$ cat config.mk
export PLATFORM = sky130hd
export DESIGN_NAME = cbus_line_initiator
export DESIGN_NICKNAME = d
export VERILOG_FILES = /design/src/rtl/cbus_line_initiator.sv
export SDC_FILE = /design/constraint.sdc
export NUM_CORES = 1
export LEC_CHECK = 0
export CORE_AREA = 2 2 311 313
export DETAILED_ROUTE_END_ITERATION = 10
export DIE_AREA = 0 0 313 315
export RECOVER_POWER = 25
export SLEW_MARGIN = 15
export SYNTH_ARGS = -nofsm -noshare
export SYNTH_HDL_FRONTEND = slang
export SYNTH_SLANG_ARGS = --single-unit
$ cat constraint.sdc
create_clock -name clk -period 9.1 [get_ports clk]
set_input_delay 1.82 -clock clk [delete_from_list [all_inputs] [get_ports clk]]
set_output_delay 1.82 -clock clk [all_outputs]
set_load 0.01 [all_outputs]
$ cat src/rtl/cbus_line_initiator.sv
// CBus whole-line initiator: one fill (WRAP) or writeback (INCR) burst per request.
// Optional watchdog enabled by defining CBUS_INITIATOR_TIMEOUT_EN (limit TIMEOUT_CYCLES).
package cbus_pkg;
  localparam logic [1:0] AXI_BURST_FIXED = 2'b00;
  localparam logic [1:0] AXI_BURST_INCR  = 2'b01;
  localparam logic [1:0] AXI_BURST_WRAP  = 2'b10;

  typedef struct packed {
    logic        valid;
    logic        is_write;
    logic [63:0] addr;
    logic [7:0]  len;
    logic [2:0]  size;
    logic [1:0]  burst;
    logic [63:0] data;
    logic [7:0]  strobe;
  } cbus_req_t;

  typedef struct packed {
    logic        ready;
    logic [63:0] data;
    logic        last;
  } cbus_resp_t;
endpackage

module cbus_line_initiator
  import cbus_pkg::*;
#(
  parameter int LINE_WORDS     = 4,
  parameter int TIMEOUT_CYCLES = 4096
) (
  input  logic                     clk,
  input  logic                     reset,
  input  logic                     req_valid,
  output logic                     req_ready,
  input  logic                     req_is_write,
  input  logic [63:0]              req_addr,
  input  logic [64*LINE_WORDS-1:0] req_wdata,
  output logic                     resp_valid,
  output logic [64*LINE_WORDS-1:0] resp_rdata,
  output logic                     resp_err,
  output cbus_req_t                oreq,
  input  cbus_resp_t               oresp,
  output logic [1:0]               o_dbg_state
);
  localparam int               IDX_W     = $clog2(LINE_WORDS);
  localparam int               LINE_W    = 64 * LINE_WORDS;
  localparam logic [IDX_W-1:0] LAST_IDX  = IDX_W'(LINE_WORDS - 1);
  localparam logic [63:0]      LINE_MASK = ~((64'd1 << (3 + IDX_W)) - 64'd1);

  localparam logic [1:0] S_IDLE = 2'd0;
  localparam logic [1:0] S_BUSY = 2'd1;
  localparam logic [1:0] S_DONE = 2'd2;

  if (LINE_WORDS < 2 || LINE_WORDS > 16 || (LINE_WORDS & (LINE_WORDS - 1)) != 0 ||
      TIMEOUT_CYCLES < 1) begin : g_bad_params
    $error("cbus_line_initiator: LINE_WORDS must be a power of two in 2..16");
  end

  // Handshakes: a request transfers on req_valid && req_ready at a rising edge;
  // a CBus beat transfers on oreq.valid && oresp.ready at a rising edge.
  logic [1:0]        r_state;
  logic              r_is_write;
  logic [63:3]       r_addr;
  logic [IDX_W-1:0]  r_start;
  logic [IDX_W-1:0]  r_k;
  logic              r_overrun;
  logic              r_resp_valid;
  logic [LINE_W-1:0] r_resp_rdata;
  logic              r_err;
  logic [63:0]       r_buf [LINE_WORDS];

  logic              w_accept;
  logic              w_beat;
  logic              w_timeout;
  logic [IDX_W-1:0]  w_wr_idx;
  logic [LINE_W-1:0] w_buf_flat;
  logic              w_unused_addr;

  assign w_accept      = (r_state == S_IDLE) && req_valid;
  assign w_beat        = (r_state == S_BUSY) && oresp.ready;
  assign w_wr_idx      = r_start + r_k;
  assign w_unused_addr = ^req_addr[2:0];

  always_ff @(posedge clk) begin
    if (!reset) begin
      r_state      <= S_IDLE;
      r_is_write   <= 1'b0;
      r_addr       <= '0;
      r_start      <= '0;
      r_k          <= '0;
      r_overrun    <= 1'b0;
      r_resp_valid <= 1'b0;
      r_resp_rdata <= '0;
      r_err        <= 1'b0;
    end else begin
      r_resp_valid <= 1'b0;
      if (w_timeout) r_err <= 1'b1;
      case (r_state)
        S_IDLE: begin
          if (w_accept) begin
            r_is_write <= req_is_write;
            r_addr     <= req_addr[63:3];
            r_start    <= req_addr[3+IDX_W-1:3];
            r_k        <= '0;
            r_overrun  <= 1'b0;
            r_state    <= S_BUSY;
          end
        end
        S_BUSY: begin
          if (oresp.ready) begin
            if (oresp.last) begin
              r_state <= S_DONE;
              if (r_overrun || (r_k != LAST_IDX)) r_err <= 1'b1;
            end else if (r_k == LAST_IDX) begin
              // Responder ran past the line: hold k and drop further data.
              r_overrun <= 1'b1;
              r_err     <= 1'b1;
            end else begin
              r_k <= r_k + IDX_W'(1);
            end
          end
        end
        S_DONE: begin
          r_resp_valid <= 1'b1;
          if (!r_is_write) r_resp_rdata <= w_buf_flat;
          r_state <= S_IDLE;
        end
        default: r_state <= S_IDLE;
      endcase
    end
  end

  // Line buffer carries no reset; its contents are only exposed after a full transaction.
  always_ff @(posedge clk) begin
    if (w_accept) begin
      for (int i = 0; i < LINE_WORDS; i++) r_buf[i] <= req_wdata[64*i +: 64];
    end else if (w_beat && !r_is_write && !r_overrun) begin
      r_buf[w_wr_idx] <= oresp.data;
    end
  end

  always_comb begin
    w_buf_flat = '0;
    for (int i = 0; i < LINE_WORDS; i++) w_buf_flat[64*i +: 64] = r_buf[i];
  end

  always_comb begin
    oreq = '0;
    if (r_state == S_BUSY) begin
      oreq.valid    = 1'b1;
      oreq.is_write = r_is_write;
      oreq.len      = 8'(LINE_WORDS - 1);
      oreq.size     = 3'd3;
      if (r_is_write) begin
        oreq.burst  = AXI_BURST_INCR;
        oreq.addr   = {r_addr, 3'b000} & LINE_MASK;
        oreq.data   = r_buf[r_k];
        oreq.strobe = 8'hff;
      end else begin
        // Critical word first: the responder wraps from the requested word.
        oreq.burst = AXI_BURST_WRAP;
        oreq.addr  = {r_addr, 3'b000};
      end
    end
  end

`ifdef CBUS_INITIATOR_TIMEOUT_EN
  logic [31:0] r_timeout_cnt;

  assign w_timeout = (r_state == S_BUSY) && (r_timeout_cnt + 32'd1 == 32'(TIMEOUT_CYCLES)) &&
                     !(oresp.ready && oresp.last);

  always_ff @(posedge clk) begin
    if (!reset) begin
      r_timeout_cnt <= '0;
    end else if (w_accept) begin
      r_timeout_cnt <= '0;
    end else if (r_state == S_BUSY) begin
      r_timeout_cnt <= r_timeout_cnt + 32'd1;
      if (w_timeout) begin
        $display("ERROR: CBus initiator timeout at %x", oreq.addr);
        $finish;
      end
    end
  end
`else
  assign w_timeout = 1'b0;
`endif

  assign req_ready   = (r_state == S_IDLE);
  assign resp_valid  = r_resp_valid;
  assign resp_rdata  = r_resp_rdata;
  assign resp_err    = r_err;
  assign o_dbg_state = r_state;

endmodule
Word level (Yosys, flattened, before mapping)
Memories as Yosys holds them, arrays and structs flattened. A register that Yosys moved wholly into a read port is not among the register bits.
Index checks and enable logic that the tools add are counted.
Storage, ports and cells
  register bits: 71
  RAM bits: 256
  input bits: 390
  output and inout bits: 412
  word-level logic and storage cells: 75
  memories: 1
Operators by class
  add/subtract/negate cells: 2
  equality and inequality tests: 11
  mux-type cells: 31
  bitwise operators: 1
  reduce and logical (&&, ||, !) cells: 21
Memories
  r_buf: words 4, width 64, read ports 5, clocked after memory_dff 5, write ports 4, RTL line 71  | logic [63:0] r_buf [LINE_WORDS];
Operators by type and width (number)
  151-bit two-way mux: 1
  72-bit two-way mux: 1
  64-bit two-way mux: 1
  64-bit OR reduction: 1
  2-bit two-way mux: 11
  1-bit two-way mux: 13
  2-bit inequality test (second input constant): 5
  5-bit AND reduction: 2
  2-bit one-hot mux with 2 select lines: 2
  1-bit zero test: 6
  2-bit by 1-bit inequality test with 1-bit output (second input constant): 3
  5-bit two-way mux: 1
  2-bit equality test (second input constant): 2
  1-bit logical AND: 4
  2-bit AND reduction: 2
  4-bit AND reduction: 1
  2-bit nonzero test: 2
  3-bit AND reduction: 1
  2-bit by 1-bit adder with 2-bit output (second input constant): 1
  2-bit adder: 1
  2-bit by 1-bit equality test with 1-bit output (second input constant): 1
  2-bit zero test: 1
  1-bit one-hot mux with 2 select lines: 1
  1-bit logical OR: 1
  1-bit NOT: 1

Depth between registers and ports, before layout
Gate-level depths: netlist of run 1.
  depth after elaboration: 9
  gate-level depth with buffers: 8
  mapped depth without buffers: 4

Worst setup path after synthesis of run 1
OpenSTA, ideal clock, no wires.
  path kind: input to register
  start point: input port oresp[65] in the netlist's numbering
  end point: memory r_buf[3][0], enable pin
  library setup time: 574 ps
  arrival time: 6697 ps
  required time: 8526 ps
  setup slack: 1829 ps
  stages on the path: 4
  buffers on the path: 1
  cell sequence: and3b_1 -> buf_2 -> nand2_1 -> o21ai_0
RTL lines
  start, declared: RTL line 43  | input cbus_resp_t oresp,
  end, declared: RTL line 71

==> results.md, run 1 <==
* DR iter-0 viols at between 1.5k and 2k
* Layout cell share with drive strength beyond 1 at between 10% and 20%
* Commonest non-fill, non-tap cell in the layout: nand2_1
* Reg2reg path depth at 5
* Synth Register Bits at between 500 and 600
* WL per Instance at roughly 23 µm
* Fmax achieved at 0.154 GHz
* Number of global-route vias before repair at around 20k
* Post-synthesis xor/xnor area fraction at less than 1%
* Power density cells at about 180 nW/µm²
* Largest net degree at the start of global routing at roughly 170
* TritonCTS buffer count at 70
* Buf/Inv on CP at 2
* Total congestion overflow at 0
* RSZ-0062 raised after global routing: false
* Final setup violation count at 0
* Final wirelength at between 90 and 100 mm
* I/O Pins at roughly 800
* Critical Setup Path Class: reg2out
* Mapped Cells at 2,228
* Min Tclk post-route at 6.49 ns
* Top post-synthesis cells by area: edfxtp_1 31%, dfxtp_1 26%, nand2_1 9.7%
* Hold path depth at 2
* Port buffer count at slightly below 800
* Main combinational cell family by area after synthesis: multiplexers
* Number of max-cap violations at 4
* Via count at ~20k
* Post-synthesis mux area share at about 18%
* TritonCTS Sinks at around 580
* Peak supply drop at around 0.00011 V
* Die area at around 100,000 µm²
* Clock tree buffer depth at 3
* Synth Area in Adders at 0.100%
* Placed cell area at roughly 34,000 µm²
* WP depth at 4
* CP delay by family, top: buffers and inverters
* Failing checks: max-capacitance violations, max-slew violations
* Worst Path Arrival at between 4 and 5 ns
* Worst rel slew slack at -161%
* EDFF count, synth at ~260
* CP Data Required Time at roughly 7.3 ns
* Worst slew pin tran at around 3.9 ns
* Vias per Instance at between 4 and 5
* Slowest stage delay, CP at about 1.9 ns
* Cell variety after synth at 35
* Chip width at around 310 µm
* Final ANT Viol Nets at 0
* RePlAce Congestion at around 0.83
* Synth Area in Simple Gates at 13.5%
* Worst path slowest cell: clkbuf_1
* Commonest cells after routing, fill and taps aside: 641 x nand2_1, 598 x clkdlybuf4s50_1, 324 x dfxtp_1, 320 x a21oi_1, 256 x edfxtp_1
* Number of buffers inserted by hold repair at cts at 0
* CTS tree: done
* YS warnings at 0
* Average size of a mapped cell at approximately 11 µm²
* Initial antenna violation count at 14
* Leak Pwr at ~13 nW
* Clock transition at path regs at ~0.060 ns
* Clk_lat worst skew at just over 0.6 ns
* Primary FF master, synth: dfxtp_1
* Final Slew Violations at about 300
* DRT Pass-1 Iters at 5
* Outcome: finished with violations
* CP Launch Type: register
* Core area at about 96,000 µm²
* Die H at around 320 µm
* H-tree levels at 3
* Synth Area in Compound Gates at under 10%
* Area leader, netlist: edfxtp_1
* Root Driver: clkbuf_16
* Seq/Total Area, Yosys at between 50% and 60%
* Postcts setup bufs at 0
* Final TNS setup at 0 ns
* Area of the mapped netlist at approximately 25,000 µm²
* DR DRC count at 0
* Final instance area at between 30,000 and 40,000 µm²
* CP max FO at 39
* CP Cell Sequence: clkbuf_1 -> nor2_1 -> and2_1 -> clkdlybuf4s50_1
* # resized after CTS at 0
* Starting density of the core at 26.1%
* Area Growth Syn to Fin at 44.0%
* Layout Skew at 0.0273 ns
* Total track usage at approximately 19%
* CP endpoint kind: output pin
* Async SR Flop Fraction at 0%
* Final Cycle Share at between 70% and 80%
* NumNets Final at ~3.3k
* Final Hold Fails at 0
* First-pass GRT wire length at 139 mm
* Area fraction of the dominant cell type after synthesis at 30.8%
* Worst hold-check path type: reg2reg
* FP Rows at 114
* Dpl hpwl at 66.1 mm
## state kept, by name, indices dropped and copies added, names as in the netlist, named ones only
| register | count |
|---|---|
| resp_rdata | 256 |
| o_dbg_state | 2 |
| resp_err | 1 |
| resp_valid | 1 |
| r_overrun | 1 |
| r_buf | 256 |
| r_k | 2 |
| r_addr | 61 |
| r_is_write | 1 |
## stage by stage
step	std cells	setup slack (ns)	hold WS [ns]	utilization [%]	power [mW]
floorplan	2237	1.83	0.432	-	3.30
global placement	4128	3.32	0.437	35.2	3.69
detailed placement	4128	3.31	0.442	35.2	3.69
CTS	4254	3.28	0.450	37.6	6.56
global route	4261	2.44	0.465	37.6	6.71
finish	4264	2.61	0.448	37.6	6.48
## cell type report
type                            count  area, µm²
Antenna cell                        9       22.5
Clock buffer                       98       2010
Clock inverter                     28        297
Fill cell                        9526      59700
Inverter                            7       36.3
Multi-Input combinational cell   1452       9690
Sequential cell                   583      14200
Tap cell                         1276       1600
Timing Repair Buffer              811       8080
## worst reg2reg max path, stage by stage, from the launching register on
cell,delay (ns)
dfxtp_4,0.70
clkbuf_1,1.93
nor3_2,0.27
nand3b_4,0.85
nand2_4,0.63
buf_4,0.54
## cells by family (layout without fill, tap and decap cells)
logic type | Yosys count | after routing
flip-flops | 583 | 583
buffers and inverters | 202 | 944
adder cells (fa/ha/maj) | 2 | 2
XOR/XNOR | 1 | 1
AO/OA/AOI/OAI | 327 | 327
other | 1 | 19
AND/OR/NAND/NOR | 792 | 792
multiplexers | 320 | 320
## final timing paths
check / from / to / slack [ns]
max: r_is_write / oreq[89] / 2.61
min: r_addr[17] / r_addr[17] / 0.45
max reg2reg: r_is_write / r_buf[2][7] / 3.72
min reg2reg: r_addr[17] / r_addr[17] / 0.45
## cell usage after synthesis (all sizes together) (2+ instances only)
master  instances
a21oi         320
a31oi           2
and2           61
and3           65
buf           108
clkbuf         87
dfxtp         327
edfxtp        256
ha              2
inv             7
mux2          256
mux4           64
nand2         645
nand3           2
nand3b          2
nor2            5
nor3b           4
o211ai          3
or3             2
or3b            2
## where the power goes
| part | switching, mW | total, mW | internal, mW |
|---|---|---|---|
| clock | 1.17 | 2.85 | 1.69 |
| combinational | 0.317 | 0.659 | 0.342 |
| sequential | 0.0773 | 2.97 | 2.89 |
## per-layer routing
layer / wire length [µm] / vias to the layer above / track usage [%]
li1: - / 9138 / -
met2: 50100 / 729 / 33.5
met5: 53 / - / 0
met1: 40400 / 9960 / 23.6
met3: 7020 / 153 / 4.91
met4: 2240 / 8 / 5.27
(Power assumes the default switching activity.)
==> run 2: changes to the inputs <==
clock period = 5.3 ns   (was 9.1 ns; I/O delays follow)
==> run 2 against run 1 <==
- the flow still finishes with violations (max-capacitance violations, max-slew violations)
- sequential share of layout area fell by 0.20 points
- global-route usage hardly changed
- register-to-register slack got worse by 2.8 ns
- total power increased by 72%
- clock-buffer cell count decreased by 3
==> results.md, run 2 (synthesis results as in run 1) <==
* Clock tree buffer depth at 3
* Port buffer count at roughly 790
* DRT Pass-1 Iters at 5
* FP Rows at 114
* Clock transition at path regs at 0.06 ns
* Number of buffers inserted by hold repair at cts at 0
* Layout cell share with drive strength beyond 1 at between 10% and 20%
* Core area at between 90,000 and 100,000 µm²
* Root Driver: clkbuf_16
* Worst Path Arrival at around 3.4 ns
* DR iter-0 viols at ~1.5k
* Final Hold Fails at 0
* CP Data Required Time at between 4 and 5 ns
* Final Slew Violations at around 220
* Clk_lat worst skew at 0.64 ns
* First-pass GRT wire length at between 100 and 150 mm
* Vias per Instance at 4.66
* # resized after CTS at 0
* Final ANT Viol Nets at 0
* DR DRC count at 0
* Power density cells at roughly 310 nW/µm²
* Total congestion overflow at 0
* Commonest non-fill, non-tap cell in the layout: clkdlybuf4s50_1
* Die H at 315 µm
* Worst hold-check path type: reg2reg
* Dpl hpwl at around 66 mm
* Min Tclk post-route at 4.44 ns
* Final Cycle Share at ~84%
* Fmax achieved at 0.225 GHz
* Placed cell area at approximately 34,000 µm²
* Via count at 20.0k
* Final Util at around 38%
* Final wirelength at about 99 mm
* Layout Skew at roughly 0.020 ns
* CP endpoint kind: output pin
* Number of max-cap violations at 5
* Chip width at 313 µm
* I/O Pins at 802
* RePlAce Congestion at ~0.86
* Hold Slack at about 0.45 ns
* Total track usage at 19.3%
* Critical Setup Path Class: reg2out
* H-tree levels at 3
* Area Growth Syn to Fin at 44.8%
* Commonest cells after routing, fill and taps aside: 652 x clkdlybuf4s50_1, 641 x nand2_1, 324 x dfxtp_1, 320 x a21oi_1, 256 x edfxtp_1
* TritonCTS Sinks at approximately 600
* Starting density of the core at between 20% and 30%
* Outcome: finished with violations
* Peak supply drop at 0.000197 V
* NumNets Final at roughly 3.3k
* CTS tree: done
* Postcts setup bufs at 0
* Worst rel slew slack at -114%
* CP Launch Type: register
* Leak Pwr at between 10 and 15 nW
* TritonCTS buffer count at roughly 70
* Largest net degree at the start of global routing at approximately 160
* Failing checks: max-capacitance violations, max-slew violations
* Final TNS setup at 0 ns
* Final setup violation count at 0
* Final instance area at approximately 36,000 µm²
* RSZ-0062 raised after global routing: false
* WL per Instance at 23.0 µm
* Initial antenna violation count at 17
* Number of global-route vias before repair at about 19k
* CP max FO at 37
* Die area at slightly below 100,000 µm²
* Worst slew pin tran at 3.22 ns
==> run 2: changes by cell type in the layout (fill, tap and decap cells not counted), moves of 5 or more <==
| cell | before | now |
|---|---|---|
| clkbuf_8 | 13 | 2 |
| buf_12 | 2 | 9 |
| clkbuf_1 | 16 | 23 |
| clkdlybuf4s50_1 | 598 | 652 |
| diode_2 | 9 | 14 |
| dlygate4sd3_1 | 190 | 136 |
==> run 2: area by class of cell <==
| cell class | instances | area, µm² |
|---|---|---|
| clock buffers | 95 | 1930 |
| inverters | 7 | 36.3 |
| clock inverters | 36 | 390 |
| repair buffers | 822 | 8250 |
| flip-flops and latches | 583 | 14200 |
| multi-input cells | 1452 | 9680 |
| fillers | 9441 | 59600 |
| diodes | 14 | 35.0 |
| well taps | 1276 | 1600 |
==> run 2: path summary, 6_finish.rpt <==
kind | cells after the start | to | slack, ns | start
worst max register to register | 5 | resp_rdata[81] | 0.93 | r_is_write
worst min-delay path | 2 | r_addr[55] | 0.45 | r_addr[55]
worst max-delay path | 3 | oreq[55] | 0.86 | r_is_write
worst min register to register | 2 | r_addr[55] | 0.45 | r_addr[55]
==> run 2: per-layer routing <==
layer | track usage (%) | vias to the layer above | share of wire [%]
li1 | - | 9180 | -
met1 | 22.8 | 9863 | 39
met2 | 33.0 | 775 | 50
met3 | 5.85 | 155 | 7.9
met4 | 7.07 | 2 | 3.2
met5 | 0 | - | 0.0081
==> run 2: through the flow <==
stage | std cells | total power [mW] | worst slack, ns
5_1_grt | 4283 | 11.6 | 0.747
2_1_floorplan | 2237 | 5.67 | 0.516
4_1_cts | 4271 | 11.3 | 0.825
3_3_place_gp | 4140 | 6.34 | 1.33
3_5_place_dp | 4140 | 6.35 | 1.30
6_report | 4285 | 11.1 | 0.862
==> run 2: critical path: stages, from the launching register on <==
cell,delay [ns]
dfxtp_4,0.75
clkbuf_2,0.97
and3_1,0.29
clkdlybuf4s50_1,0.60
==> run 2: power by group <==
part	internal, mW	leakage [nW]	total (mW)	switching, mW
sequential	4.96	5.11	5.09	0.132
clock	2.88	1.13	4.91	2.03
combinational	0.598	6.75	1.14	0.543
==> run 3: changes to the inputs <==
clock period = 3.8 ns   (was 5.3 ns; I/O delays follow)
==> run 3 against run 2 <==
- the flow still finishes with violations (max-capacitance violations, max-slew violations)
- register-to-register slack lost 0.45 ns
- sequential power grew 40%
- final area grew 0.20%
- cell count grew 0.16%
- critical endpoint is now oreq[8]
==> results.md, run 3 (synthesis results as in run 1) <==
* Outcome: finished with violations
* Failing checks: max-capacitance violations, max-slew violations
* Number of buffers inserted by hold repair at cts at 0
* Die area at slightly below 100,000 µm²
* Critical register-to-register path endpoint: r_buf[0][23]
* Leak Pwr at ~13 nW
* NumNets Final at around 3.3k
* Via count at 20.1k
* Final TNS setup at 0 ns
* Largest net degree at the start of global routing at between 90 and 100
* Port buffer count at slightly below 800
* Root Driver: clkbuf_16
* Final ANT Viol Nets at 0
* Final Slew Violations at 250
* First-pass GRT wire length at 139 mm
* Final wirelength at 100 mm
* Min Tclk post-route at 3.63 ns
* Postcts setup bufs at 0
* CP endpoint kind: output pin
* Final std cells w/o fill at around 4.3k
* Commonest non-fill, non-tap cell in the layout: clkdlybuf4s50_1
* Net Sw Frac at about 24%
* DRT Pass-1 Iters at 5
* Commonest cells after routing, fill and taps aside: 759 x clkdlybuf4s50_1, 642 x nand2_1, 324 x dfxtp_1, 320 x a21oi_1, 256 x edfxtp_1
* Total track usage at between 10% and 20%
* DR iter-0 viols at between 1.5k and 2k
* TritonCTS buffer count at 70
* TritonCTS Sinks at 583
* RSZ-0062 raised after global routing: false
* Chip width at roughly 310 µm
* Number of global-route vias before repair at 19.6k
* Final Util at a little under two fifths
* Critical Setup Path Class: reg2out
* Layout Skew at between 0.03 and 0.04 ns
* Clock tree buffer depth at 3
* Initial antenna violation count at 14
* Worst Path Arrival at approximately 2.9 ns
* Number of max-cap violations at 7
* CP max FO at 29
* DR DRC count at 0
* Reg2reg path depth at 6
* Worst r2r src: o_dbg_state[0]
* Internal cell power at roughly 12 mW
* Final Cycle Share at a little over nine tenths
* FP Rows at around 110
* Register share of total power at 46.2%
* I/O Pins at 802
* Worst rel slew slack at -45.1%
* Final Hold Fails at 0
* Peak supply drop at between 0.0002 and 0.0003 V
* Starting density of the core at 26.1%
* Dpl ws at roughly 0.8 ns
* # resized after CTS at 0
* Vias per Instance at ~4.7
* Total congestion overflow at 0
* Dpl hpwl at between 60 and 70 mm
* RePlAce Congestion at 0.854
* Clk_lat worst skew at around 0.64 ns
* Hold path startpoint: r_addr[60]
* Clock transition at path regs at roughly 0.060 ns
* Final setup violation count at 0
* WL per Instance at 23.3 µm
* CTS tree: done
* Power density cells at around 420 nW/µm²
* Hold path depth at 2
* Area Growth Syn to Fin at 45.0%
* H-tree levels at 3
* WHS Endpoint: r_addr[60]
* Final WS setup at 0.165 ns
* Combinational power share at between 10% and 20%
* CP Launch Type: register
* Core area at 95,700 µm²
* Worst slew pin tran at between 2 and 2.5 ns
* Layout cell share with drive strength beyond 1 at between 10% and 20%
* Die H at around 320 µm
* Worst hold-check path type: reg2reg
* P_sw at approximately 3.7 mW
* Final Power at between 15 and 20 mW
* CP Data Required Time at 3.04 ns
* R2R setup slack at 0.48 ns
* # placed instances at approximately 4.2k
* Fmax achieved at around 0.28 GHz
* Clock power frac at between 40% and 50%
==> run 3: layout make-up <==
class | instances | area (µm²)
fillers | 9468 | 59500
flip-flops and latches | 583 | 14200
multi-input cells | 1452 | 9660
repair buffers | 836 | 8420
clock buffers | 99 | 1990
well taps | 1276 | 1600
clock inverters | 29 | 253
inverters | 7 | 32.5
diodes | 10 | 25.0
==> run 3: worst max-delay path by stage <==
stage / from / endpoint / depth (start not counted)
detailed placement: register / oreq[30] / 4
finish: register / oreq[8] / 4
CTS: register / oreq[30] / 4
global route: register / oreq[8] / 4
global placement: register / oreq[30] / 4
floorplan: req_valid / r_buf[0][0] / 5
==> run 3: power by group through the flow <==
stage          Combinational [mW]  Clock [mW]  Sequential [mW]
2_1_floorplan               0.733           0             7.17
3_5_place_dp                 1.65           0             7.23
5_1_grt                      1.72        7.08             7.14
6_report                     1.61        6.66             7.11
4_1_cts                      1.66        6.85             7.09
3_3_place_gp                 1.65           0             7.22
==> run 3: per-layer routing <==
layer,share of wire [%],vias up,track usage [%]
li1,-,9182,-
met1,40,9902,23.5
met2,49,839,32.8
met3,7.3,178,5.01
met4,3.7,2,8.25
met5,0.017,-,0
==> run 3: worst max-delay path: stages (launching register included) <==
cell and delay [ns]:
dfxtp_4 0.52, buf_12 0.29, mux4_2 0.54, and3_1 0.24
clkdlybuf4s50_1 0.56
==> run 3: metrics by stage <==
stage | hold WS, ns | area, µm²
detailed placement | 0.441 | 34100
global route | 0.463 | 36200
global placement | 0.437 | 34100
finish | 0.447 | 36200
floorplan | 0.432 | 25000
CTS | 0.450 | 36400
